**src/rtl/fpnew_lane_join_slice.sv**
```systemverilog
// ============================================================================
// Module      : fpnew_lane_join_slice
// Description : Broadcasts each operation atomically to per-lane units and
//               joins their in-order results into one boxed slice result.
//               Optional flush support: define FPNEW_LANE_JOIN_FLUSH_EN.
// Revision    : 1.0 - initial release
// ============================================================================
`default_nettype none

module fpnew_lane_join_slice #(
    parameter int unsigned WIDTH       = 64,
    parameter int unsigned FP_WIDTH    = 16,
    parameter int unsigned OUTST_DEPTH = 2,
    parameter int unsigned TAG_WIDTH   = 8,
    localparam int unsigned NUM_LANES  = WIDTH / FP_WIDTH
) (
    input  logic                          clk_i,
    input  logic                          rst_i,
    input  logic                          in_valid_i,
    output logic                          in_ready_o,
    input  logic                          vectorial_op_i,
    input  logic [TAG_WIDTH-1:0]          tag_i,
    input  logic                          flush_i,
    output logic [NUM_LANES-1:0]          lane_in_valid_o,
    input  logic [NUM_LANES-1:0]          lane_in_ready_i,
    input  logic [NUM_LANES-1:0]          lane_out_valid_i,
    output logic [NUM_LANES-1:0]          lane_out_ready_o,
    input  logic [NUM_LANES*FP_WIDTH-1:0] lane_result_i,
    input  logic [NUM_LANES*5-1:0]        lane_status_i,
    input  logic [NUM_LANES-1:0]          lane_ext_bit_i,
    output logic [WIDTH-1:0]              result_o,
    output logic [4:0]                    status_o,
    output logic                          extension_bit_o,
    output logic [TAG_WIDTH-1:0]          tag_o,
    output logic                          out_valid_o,
    input  logic                          out_ready_i,
    output logic                          busy_o
);

    localparam int unsigned c_ptr_w = (OUTST_DEPTH > 1) ? $clog2(OUTST_DEPTH) : 1;
    localparam int unsigned c_cnt_w = $clog2(OUTST_DEPTH + 1);
    localparam int unsigned c_ent_w = FP_WIDTH + 6;
    localparam logic [c_ptr_w-1:0] c_ptr_last = c_ptr_w'(OUTST_DEPTH - 1);
    localparam logic [c_cnt_w-1:0] c_cnt_full = c_cnt_w'(OUTST_DEPTH);

    function automatic logic [c_ptr_w-1:0] next_ptr(input logic [c_ptr_w-1:0] ptr);
        return (ptr == c_ptr_last) ? '0 : ptr + 1'b1;
    endfunction

    logic                 w_flush;
    logic                 w_unused;
    logic [NUM_LANES-1:0] w_in_mask;
    logic [NUM_LANES-1:0] w_head_mask;
    logic [NUM_LANES-1:0] w_lane_nempty;
    logic [NUM_LANES-1:0][c_ent_w-1:0] w_lane_head;
    logic                 w_ctl_full;
    logic                 w_ctl_empty;
    logic                 w_push;
    logic                 w_pop;
    logic                 w_ext;

    logic [TAG_WIDTH-1:0] r_ctl_tag [OUTST_DEPTH];
    logic                 r_ctl_vec [OUTST_DEPTH];
    logic [c_ptr_w-1:0]   r_ctl_wptr;
    logic [c_ptr_w-1:0]   r_ctl_rptr;
    logic [c_cnt_w-1:0]   r_ctl_cnt;

`ifdef FPNEW_LANE_JOIN_FLUSH_EN
    assign w_flush = flush_i;
`else
    assign w_flush = 1'b0;
`endif

    // Lane ext bits above lane 0 are buffered but never consumed.
    assign w_unused = ^{flush_i, w_lane_head};

    assign w_in_mask   = vectorial_op_i ? '1 : NUM_LANES'(1);
    assign w_head_mask = r_ctl_vec[r_ctl_rptr] ? '1 : NUM_LANES'(1);
    assign w_ctl_full  = (r_ctl_cnt == c_cnt_full);
    assign w_ctl_empty = (r_ctl_cnt == '0);

    assign in_ready_o      = !rst_i && !w_flush && !w_ctl_full
                             && (&(lane_in_ready_i | ~w_in_mask));
    assign w_push          = in_valid_i & in_ready_o;
    assign lane_in_valid_o = {NUM_LANES{w_push}} & w_in_mask;

    assign out_valid_o = !rst_i && !w_flush && !w_ctl_empty
                         && (&(w_lane_nempty | ~w_head_mask));
    assign w_pop       = out_valid_o & out_ready_i;
    assign busy_o      = !w_ctl_empty;

    always_ff @(posedge clk_i) begin
        if (rst_i || w_flush) begin
            r_ctl_wptr <= '0;
            r_ctl_rptr <= '0;
            r_ctl_cnt  <= '0;
        end else begin
            if (w_push) r_ctl_wptr <= next_ptr(r_ctl_wptr);
            if (w_pop)  r_ctl_rptr <= next_ptr(r_ctl_rptr);
            r_ctl_cnt <= r_ctl_cnt + c_cnt_w'(w_push) - c_cnt_w'(w_pop);
        end
    end

    always_ff @(posedge clk_i) begin
        if (w_push) begin
            r_ctl_tag[r_ctl_wptr] <= tag_i;
            r_ctl_vec[r_ctl_wptr] <= vectorial_op_i;
        end
    end

    for (genvar l = 0; l < NUM_LANES; l++) begin : g_lane
        logic [c_ent_w-1:0] r_mem [OUTST_DEPTH];
        logic [c_ptr_w-1:0] r_wptr;
        logic [c_ptr_w-1:0] r_rptr;
        logic [c_cnt_w-1:0] r_cnt;
        logic               w_lpush;
        logic               w_lpop;

        assign lane_out_ready_o[l] = (r_cnt != c_cnt_full);
        assign w_lane_nempty[l]    = (r_cnt != '0);
        assign w_lane_head[l]      = r_mem[r_rptr];
        assign w_lpush             = lane_out_valid_i[l] & lane_out_ready_o[l];
        assign w_lpop              = w_pop & w_head_mask[l];

        always_ff @(posedge clk_i) begin
            if (rst_i || w_flush) begin
                r_wptr <= '0;
                r_rptr <= '0;
                r_cnt  <= '0;
            end else begin
                if (w_lpush) r_wptr <= next_ptr(r_wptr);
                if (w_lpop)  r_rptr <= next_ptr(r_rptr);
                r_cnt <= r_cnt + c_cnt_w'(w_lpush) - c_cnt_w'(w_lpop);
            end
        end

        always_ff @(posedge clk_i) begin
            if (w_lpush) begin
                r_mem[r_wptr] <= {lane_result_i[l*FP_WIDTH +: FP_WIDTH],
                                  lane_status_i[l*5 +: 5],
                                  lane_ext_bit_i[l]};
            end
        end
    end

    assign w_ext = w_lane_head[0][0];

    // Untargeted lanes and any padding above the lanes carry lane 0's ext bit.
    always_comb begin
        result_o        = '0;
        status_o        = '0;
        extension_bit_o = 1'b0;
        tag_o           = '0;
        if (out_valid_o) begin
            result_o        = {WIDTH{w_ext}};
            extension_bit_o = w_ext;
            tag_o           = r_ctl_tag[r_ctl_rptr];
            for (int l = 0; l < NUM_LANES; l++) begin
                if (w_head_mask[l]) begin
                    result_o[l*FP_WIDTH +: FP_WIDTH] = w_lane_head[l][c_ent_w-1 -: FP_WIDTH];
                    status_o = status_o | w_lane_head[l][5:1];
                end
            end
        end
    end

endmodule

`default_nettype wire
```
**config.mk**
```make
export PLATFORM = sky130hd
export DESIGN_NAME = fpnew_lane_join_slice
export DESIGN_NICKNAME = d
export VERILOG_FILES = /design/src/rtl/fpnew_lane_join_slice.sv
export SDC_FILE = /design/constraint.sdc
export NUM_CORES = 1
export LEC_CHECK = 0
export BUFFER_PORTS_ARGS = -buffer_cell sky130_fd_sc_hd__clkbuf_2
export CORE_MARGIN = 4
export CORE_UTILIZATION = 50
export CTS_CLUSTER_SIZE = 12
export DETAILED_ROUTE_END_ITERATION = 16
export GPL_ROUTABILITY_DRIVEN = 0
export PLACE_DENSITY = 0.86
export SYNTH_ARGS = -nofsm -noshare
export SYNTH_HDL_FRONTEND = slang
export SYNTH_SLANG_ARGS = --single-unit
```
**constraint.sdc**
```tcl
create_clock -name clk_i -period 4.8 [get_ports clk_i]
set_input_delay 1.2 -clock clk_i [delete_from_list [all_inputs] [get_ports clk_i]]
set_output_delay 1.2 -clock clk_i [all_outputs]
set_load 0.005 [all_outputs]
```
==> flow_summary.json <==
{
  "status": "finished clean",
  "area_growth_pct": 21.24,
  "cts_buffers": 22,
  "slew_headroom_pct": 21.12,
  "peakVddDrop_v": 0.0002972,
  "start_util_pct": 51.41,
  "ys.flop_type": "edfxtp_1",
  "rrSetupSlack_ns": 1.86,
  "overflow": 0,
  "finalCritPeriodShare_pct": 88.15,
  "stdcell_area_mm2": 0.01045,
  "via_per_inst": 5.238,
  "drc": 0,
  "drtIter0Drc": 332,
  "timing.rr.end": "g_lane[3].r_cnt[1]",
  "synth_edf_count": 188,
  "worst_path_max_delay_cell": "dfxtp_1",
  "post_cts_buffers": 0,
  "required_ns": 3.60,
  "synth_cells": 569,
  "end_kind": "output pin",
  "path_class": "register to output pin",
  "io_pins": 199,
  "dieWidth_um": 139.3,
  "p_leak_uw": 0.004003,
  "place_inst": 958,
  "placed_area_mm2": 0.009778,
  "placementRows": 47,
  "clock_latency_ns": 0.49,
  "routedWlPerCell_um": 18.40,
  "dieArea_mm2": 0.01940,
  "fmax_ghz": 0.2364,
  "ys_warn_count": 0,
  "finalCriticalPeriod_ns": 4.231,
  "nNetsFinal": 877,
  "grt_pass1_vias": 5288,
  "max_slew.worst_pin.slew_ns": 1.182,
  "cpPeakStageDelay_ns": 0.68,
  "htreeDepth": 1,
  "hold_violations": 0,
  "ant_nets": 0,
  "start_kind": "register",
  "reg2reg_depth": 9,
  "report.final.slew_viol_count": 0,
  "setup_viol": 0,
  "arrival_ns": 3.03,
  "cp_max_fo": 39,
  "via_count": 5228,
  "cts_resized": 0,
  "ys_seq_area_share_pct": 71.32,
  "clock-root-buffer": "clkbuf_16",
  "final_cells": 998,
  "drt_wl_total_um": 18370,
  "hold_ws_ns": 0.4658,
  "grt_first_pass_wirelength_um": 28360,
  "antenna_found_initial": 2,
  "cts_tree": "done",
  "grt_max_degree": 56,
  "drive_gt1_share_pct": 37.79,
  "antenna_cells": 0,
  "cts.sinks": 213,
  "min_path_cells": 1,
  "ys_types": 34,
  "final_common_cell": "clkbuf_2",
  "grt_usage_pct": 18.43,
  "worstHoldStart": "r_ctl_rptr",
  "final_cell_mix": "clkbuf_2 (194), edfxtp_1 (188), nor2_1 (80), mux2i_1 (55), a21oi_1 (54)",
  "cts_hold_buf": 0,
  "coreArea_mm2": 0.01676,
  "synth-async-reset-ratio_pct": 0,
  "dp_hpwl_um": 12260,
  "worstPathCellList": "mux2i_4 > nor2b_4 > buf_4 > a21oi_1 > nor2_1 > clkbuf_2",
  "synth_area_mm2": 0.008617,
  "hold_path.class": "register to register",
  "clk_pin_slew_ns": 0.06,
  "syn_area_per_cell_um2": 15.14,
  "die_h_um": 139.3,
  "grt_setup_unrepaired": "false",
  "maxCapViolations": 0,
  "drt_first_pass_iters": 4,
  "fin_tns_setup_ns": 0,
  "skew_ns": 0.008015,
  "hold_path_end": "r_ctl_rptr",
  "cts_buffer_depth": 3,
  "port_buffers": 194,
  "mappedNetlistNets": 684,
  "ys_seq_elements": 213,
  "p_per_area_mw_per_mm2": 390.6
}
==> area by class of cell <==
| type | instances | area [um^2] |
|---|---|---|
| Clock buffer | 38 | 661.9 |
| Clock inverter | 2 | 7.507 |
| Fill cell | 1269 | 6312 |
| Inverter | 4 | 15.01 |
| Multi-Input combinational cell | 317 | 2296 |
| Sequential cell | 213 | 6146 |
| Tap cell | 220 | 275.3 |
| Timing Repair Buffer | 204 | 1046 |
==> logic make-up (layout without fill, tap and decap cells) <==
| kind of cell | Yosys count | in the layout | share of synthesized area [%] |
|---|---|---|---|
| AOI/OAI and AO/OA | 71 | 71 | 4.835 |
| xor gates and xnor gates | 14 | 14 | 1.423 |
| adders and majority gates | 5 | 5 | 0.7260 |
| buffers and inverters | 39 | 248 | 2.236 |
| DFF | 213 | 213 | 71.32 |
| muxes | 105 | 105 | 13.05 |
| and+or+nand+nor | 122 | 122 | 6.403 |
==> Yosys cell counts (2+ instances only) <==
| library cell | number | area, um^2 |
|---|---|---|
| a311oi_1 | 4 | 35.03 |
| o22ai_1 | 2 | 12.51 |
| edfxtp_1 | 188 | 5645 |
| a41o_1 | 4 | 40.04 |
| and3_1 | 4 | 25.02 |
| clkbuf_1 | 16 | 60.06 |
| a31o_2 | 5 | 43.79 |
| nand2_1 | 7 | 26.28 |
| nor2_1 | 84 | 315.3 |
| nor2b_1 | 7 | 43.79 |
| a21oi_1 | 54 | 270.3 |
| nand2b_1 | 12 | 75.07 |
| buf_1 | 3 | 11.26 |
| xnor2_1 | 6 | 52.55 |
| dfxtp_1 | 25 | 500.5 |
| inv_1 | 4 | 15.01 |
| mux2_2 | 49 | 551.8 |
| buf_2 | 7 | 35.03 |
| mux2i_1 | 55 | 550.5 |
| ha_1 | 5 | 62.56 |
| buf_4 | 8 | 60.06 |
| xor2_1 | 8 | 70.07 |
==> worst max path at each step <==
stage,startpoint,to,slack [ns]
floorplan,lane_in_ready_i[3],lane_in_valid_o[2],1.50
global placement,rst_i,status_o[1],0.98
detailed placement,rst_i,status_o[0],1.0
CTS,register,result_o[48],0.54
global route,register,result_o[48],0.39
finish,register,result_o[48],0.57
==> worst max-delay path, delay by kind of cell, from the launching register on <==
family          cells  cell delay [ns]
compound gates      1             0.08
buf+inv             2             0.59
flops               1             0.68
mux                 1             0.56
simple gates        2             0.61
==> flip-flops by register name, summed over array words and instances, names as in the netlist, named ones only <==
register and cells:
r_ctl_cnt 2, r_ctl_vec 2, g_lane.r_mem 170, r_ctl_rptr 1, g_lane.r_rptr 4, g_lane.r_cnt 8
g_lane.r_wptr 4, r_ctl_tag 16, r_ctl_wptr 1
==> power breakdown <==
group          internal [uW]  switching [uW]  total (uW)
registers               2170            38.3        2210
clock network            930             642        1570
logic                    120             176         296
total                   3220             857        4080
==> stage by stage <==
step / utilization, % / total power [uW] / worst slack (ns)
after CTS: 62.34 / 4122 / 0.5400
final: 62.34 / 4081 / 0.5690
after floorplan: - / 2419 / 1.502
after detailed placement: 58.34 / 2552 / 0.9978
after global placement: 58.34 / 2534 / 0.9807
after global routing: 62.34 / 4256 / 0.3921
==> per-layer routing <==
layer | track usage [%] | share of wire [%] | up-vias | wire, um
met2 | 32.60 | 52 | 138 | 9560
met3 | 3.877 | 5.9 | 29 | 1082
met4 | 4.737 | 1.8 | 4 | 327
li1 | - | - | 2491 | -
met1 | 23.20 | 40 | 2566 | 7366
met5 | 0 | 0.16 | - | 30
Note: power is estimated with default switching activity, not from simulation.
